### src/rtl/pipeline_hazard_ctrl.sv
// Hazard and stall controller for a 5-stage pipeline: load-use bubbles, taken-branch squash,
// memory-wait freeze with timeout. Optional stall-cycle counter enabled by macro STALL_COUNTER_EN.
module pipeline_hazard_ctrl #(
  parameter int MEM_TIMEOUT = 255
) (
  input  logic        clk,
  input  logic        rst,
  input  logic [4:0]  id_rs_addr,
  input  logic [4:0]  id_rt_addr,
  input  logic        id_uses_rt,
  input  logic        ex_MemRead,
  input  logic [4:0]  ex_write_reg_addr,
  input  logic        branch_taken,
  input  logic        mem_access,
  input  logic        mem_ready,
  output logic        pc_en,
  output logic        if_id_en,
  output logic        id_ex_en,
  output logic        ex_mem_en,
  output logic        mem_wb_en,
  output logic        if_id_flush,
  output logic        id_ex_flush,
  output logic        mem_wb_flush,
  output logic        mem_timeout,
  output logic [31:0] stall_cycles
);

  typedef enum logic [1:0] {
    RUN      = 2'b00,
    MEM_WAIT = 2'b01,
    ERROR    = 2'b10
  } state_t;

  localparam logic [15:0] LP_WAIT_LAST = 16'(MEM_TIMEOUT - 1);

  state_t      r_state;
  state_t      w_next_state;
  logic [15:0] r_wait_cnt;
  logic [15:0] w_wait_next;
  logic        r_mem_timeout;
  logic        w_set_timeout;
  logic        w_load_use;
  logic        w_run_eval;
  logic        w_mem_hold;
  logic        w_all_off;

  assign w_load_use = ex_MemRead && (ex_write_reg_addr != 5'd0) &&
                      ((ex_write_reg_addr == id_rs_addr) ||
                       (id_uses_rt && (ex_write_reg_addr == id_rt_addr)));

  always_comb begin
    w_next_state  = r_state;
    w_wait_next   = r_wait_cnt;
    w_set_timeout = 1'b0;
    w_run_eval    = 1'b0;
    w_mem_hold    = 1'b0;
    w_all_off     = 1'b0;

    case (r_state)
      RUN: begin
        if (mem_access && !mem_ready) begin
          w_mem_hold   = 1'b1;
          w_next_state = MEM_WAIT;
          w_wait_next  = 16'd0;
        end else begin
          w_run_eval = 1'b1;
        end
      end
      MEM_WAIT: begin
        if (!mem_ready) begin
          w_mem_hold  = 1'b1;
          w_wait_next = r_wait_cnt + 16'd1;
          if (r_wait_cnt == LP_WAIT_LAST) begin
            w_next_state  = ERROR;
            w_set_timeout = 1'b1;
          end
        end else begin
          // The access completed: hazards frozen during the wait are honoured now.
          w_run_eval   = 1'b1;
          w_next_state = RUN;
        end
      end
      ERROR: begin
        w_all_off = 1'b1;
      end
      default: begin
        w_all_off    = 1'b1;
        w_next_state = RUN;
      end
    endcase

    pc_en        = 1'b1;
    if_id_en     = 1'b1;
    id_ex_en     = 1'b1;
    ex_mem_en    = 1'b1;
    mem_wb_en    = 1'b1;
    if_id_flush  = 1'b0;
    id_ex_flush  = 1'b0;
    mem_wb_flush = 1'b0;

    if (w_run_eval) begin
      // A taken branch squashes the ID instruction, so its load-use stall is moot.
      if (branch_taken) begin
        if_id_flush = 1'b1;
        id_ex_flush = 1'b1;
      end else if (w_load_use) begin
        pc_en       = 1'b0;
        if_id_en    = 1'b0;
        id_ex_flush = 1'b1;
      end
    end

    if (w_mem_hold) begin
      pc_en        = 1'b0;
      if_id_en     = 1'b0;
      id_ex_en     = 1'b0;
      ex_mem_en    = 1'b0;
      mem_wb_flush = 1'b1;
    end

    if (w_all_off || rst) begin
      pc_en        = 1'b0;
      if_id_en     = 1'b0;
      id_ex_en     = 1'b0;
      ex_mem_en    = 1'b0;
      mem_wb_en    = 1'b0;
      if_id_flush  = 1'b0;
      id_ex_flush  = 1'b0;
      mem_wb_flush = 1'b0;
    end
  end

  always_ff @(posedge clk) begin
    if (rst) begin
      r_state       <= RUN;
      r_wait_cnt    <= 16'd0;
      r_mem_timeout <= 1'b0;
    end else begin
      r_state    <= w_next_state;
      r_wait_cnt <= w_wait_next;
      if (w_set_timeout) begin
        r_mem_timeout <= 1'b1;
      end
    end
  end

  assign mem_timeout = r_mem_timeout;

`ifdef STALL_COUNTER_EN
  logic [31:0] r_stall_cycles;

  always_ff @(posedge clk) begin
    if (rst) begin
      r_stall_cycles <= 32'd0;
    end else if (!pc_en && (r_stall_cycles != 32'hFFFF_FFFF)) begin
      r_stall_cycles <= r_stall_cycles + 32'd1;
    end
  end

  assign stall_cycles = r_stall_cycles;
`else
  assign stall_cycles = 32'h0;
`endif

endmodule

### config.mk
export PLATFORM = sky130hd
export DESIGN_NAME = pipeline_hazard_ctrl
export DESIGN_NICKNAME = d
export VERILOG_FILES = /design/src/rtl/pipeline_hazard_ctrl.sv
export SDC_FILE = /design/constraint.sdc
export NUM_CORES = 1
export LEC_CHECK = 0
export ABC_AREA = 1
export CORE_MARGIN = 10
export CORE_UTILIZATION = 27
export DETAILED_ROUTE_END_ITERATION = 10
export GPL_TIMING_DRIVEN = 0
export PLACE_DENSITY = 0.52
export RECOVER_POWER = 100
export SLEW_MARGIN = 30
export SYNTH_ARGS = -nofsm -noshare
export SYNTH_HDL_FRONTEND = slang
export SYNTH_SLANG_ARGS = --single-unit
### constraint.sdc
create_clock -name clk -period 1.47 [get_ports clk]
set_input_delay 0.147 -clock clk [delete_from_list [all_inputs] [get_ports clk]]
set_output_delay 0.147 -clock clk [all_outputs]
set_load 0.01 [all_outputs]
==> summary.md <==
| Metric | Value |
|---|---|
| Outcome | complete, but fails checks |
| Failing checks | negative setup slack |
| Cell with the most instances after synthesis | nand2_1 |
| Clock-pin slew on the worst setup and hold paths | ~0.07 ns |
| P_int | around 0.0009 W |
| Initial DRC count | 60 |
| Synth area leader | dfxtp_1 |
| Post-Layout Cell Count | between 400 and 500 |
| DRT antenna net count | 0 |
| Sequential area share after synthesis | a little under a quarter |
| Switch Pwr | ~0.00036 W |
| Tmin final | 1.55 ns |
| Final HPWL DP | between 3000 and 4000 um |
| Num ports | 63 |
| Fraction of registers with async set or reset after synthesis | 0% |
| Clk_lat worst skew | 0.26 ns |
| Max-slew violations | 0 |
| Global placement routability congestion | 0.764 |
| RSZ-0062 raised after global routing | yes |
| # Max-Cap Violations | 0 |
| Starting density of the core | 27.7% |
| Clock Sinks | 19 |
| Avg Synthesized Cell Area | 6.28 um2 |
| Tcrit/Tclk final | 106% |
| Count of port buffers added during placement | 29 |
| Finish-stage setup viols | 3 |
| Arrival time worst endpoint | about 1.4 ns |
| Ys flop type | dfxtp_1 |
| Largest net degree at the start of global routing | 11 |
| Register bit total from synthesis | 19 |
| Die Width | 97.9 um |
| Yosys cell types | 27 |
| WP data required | 1.32 ns |
| Number of global-route vias before repair | 1463 |
| Met2 Use GR | 12.9% |
| Crit path kind | reg2out |
| Post-synth EDFFs | 0 |
| Ranking of synthesized cells by area | dfxtp_1 23%, buf_4 16%, nand2_1 15%, inv_1 10%, nor2_1 6.4% |
| Sw Ratio | 29.2% |
| Pleak | between 1 and 1.5 nW |
| Core area | 5920 um2 |
| Clk root buf | clkbuf_8 |
| Worst Hold Class | in2reg |
| Clk pwr share | between 30% and 40% |
| Placed Cells | 396 |
| Worst vdd ir | 0.000305 V |
| Crit path max fanout | 4 |
| Drc violations | 0 |
| Hold path endpoint | mem_timeout |
| Via-to-Cell Ratio | just under 4 |
| DRT Wirelength | roughly 4000 um |
| Mapped cell area | 1640 um2 |
| Area of placed instances | 2140 um2 |
| Hold Fails Final Rpt | 0 |
| Via Count | approximately 1600 |
| Critical Path Sink Type | primary output |
| Reg2Reg Depth | 10 |
| Grt total ovfl | 0 |
| Combinational power share | around 28% |
| Drt pass-1 iters | 4 |
| Initial antenna violation count | 0 |
| # rows | 28 |
| Grt met1 use | between 10 and 15% |
| Hold Buf Count CTS | 0 |
| Hold_sp | rst |
| TritonCTS clock tree | yes |
| Filler cell count | 652 |
| CTS max path bufs | 2 |
| Gr usage total | 8.37% |
| First-pass GRT wire length | 7020 um |
| Fin area | 2250 um2 |
| Die area | 9580 um2 |
| Syn. warnings | 0 |
| P&R area growth vs syn | 37.4% |
| Antenna Cells | 0 |
| Max H-tree Level | 1 |
| Cells after Synth | 261 |
| Dpl ws | -0.667 ns |
| Die height | 97.9 um |
| R2r startpoint | r_state[1] |
| Power per cell area | between 500 and 600 nW/um2 |
| Hold Path Depth | 2 |
| Fin nets | 356 |
| Total CTS buffers | 3 |
| Layout cells sized above 1 | 25.4% |
| Top-area cell type share of the netlist area | 23.2% |
| RR Endpoint | r_wait_cnt[10] |
| Met3 usage | 3.24% |
| Clock Skews | just under 0.002 ns |
| Global routing's busiest layer | met2 |
| Synth cell count leaders | 66 x nand2_1, 45 x inv_1, 34 x buf_4 |
| Routed length per instance | about 10 um |
| Critical path startpoint category | flop |
| Final WS setup | -0.0835 ns |
| Max Clk Rate | around 640 MHz |
| Flop pwr share | approximately two fifths |
| Flop2flop setup slack | roughly 0.04 ns |
[power by group through the flow]
stage	sequential [W]	clock [W]	combinational, W
finish	0.000519	0.000374	0.000351
floorplan	0.000531	0	0.000229
global route	0.000519	0.000412	0.000395
detailed placement	0.000532	0	0.000343
global placement	0.000532	0	0.000342
CTS	0.000521	0.000391	0.000335
[registers in the layout (all words and copies together) (netlist names)]
signal and cells:
mem_timeout 1, r_state 2, r_wait_cnt 16
[cell families after synthesis]
family / count (synthesis) / share of synthesized area [%]
AOI/OAI and AO/OA: 18 / 5.88
xor gates and xnor gates: 1 / 0.535
adders and majority gates: 2 / 1.53
buffers and inverters: 83 / 27.3
DFF: 19 / 23.2
other: 1 / 0.229
and+or+nand+nor: 137 / 41.3
[per-layer routing]
metal  share of wire (%)  routed length [um]
met3                 9.5                 380
met5                   0                   0
met2                  44                1770
met4                0.77                  31
met1                  46                1830
[how the worst max path moves through the flow]
stage	from	to	slack [ns]	cells after the start
finish	r_state[1]	pc_en	-0.08	10
global route	r_state[1]	pc_en	-0.22	10
CTS	r_state[1]	pc_en	-0.13	10
detailed placement	mem_ready	pc_en	-0.67	11
global placement	mem_ready	pc_en	-0.67	11
floorplan	r_state[1]	pc_en	0.16	8
[placed cells by master, fill, tap and decap left out, types with 5 or more instances in the layout]
cell type	n
nor2_4	5
a21oi_1	9
clkdlybuf4s50_1	5
nor2_1	25
dfxtp_1	17
o21ai_0	5
buf_4	38
nor3_1	8
conb_1	32
nand2_1	64
nand2_2	6
nand3_1	12
dlygate4sd2_1	16
inv_1	43
[repair_timing]
action | CTS | global route
buffers inserted | 2 | 4
endpoints found under the hold margin | 0 | 0
gates resized for setup | 50 | 14
pin swaps | 16 | 9
endpoints found under the setup margin | 8 | 9
gates cloned | 0 | 0
[metrics by stage]
step	TNS [ns]	util [%]	power, W	hold WS (ns)
after floorplan	0	-	0.000760	0.390
after global placement	-4.35	36.1	0.000874	0.442
after detailed placement	-4.30	36.1	0.000875	0.451
after CTS	-0.275	37.0	0.00125	0.293
after global routing	-0.732	38.0	0.00133	0.320
final	-0.136	38.0	0.00124	0.297
[worst max-delay path, cell delays in order, from the launching register on]
cell and delay (ns):
dfxtp_4 0.37, inv_4 0.07, nand2_4 0.05, o21ai_2 0.13
inv_1 0.07, nor2_2 0.07, nand3_1 0.07, nand2_1 0.07
inv_2 0.04, buf_6 0.10, buf_6 0.11
[cell type report]
type	count	area, um2	share of cell area (%)
Sequential cell	19	388	17.2
Tap cell	75	93.8	4.17
Timing Repair Buffer	35	313	13.9
Multi-Input combinational cell	190	957	42.5
Buffer	36	274	12.2
Clock buffer	4	45.0	2.00
Inverter	47	179	7.95
Note: power is estimated with default switching activity, not from simulation.
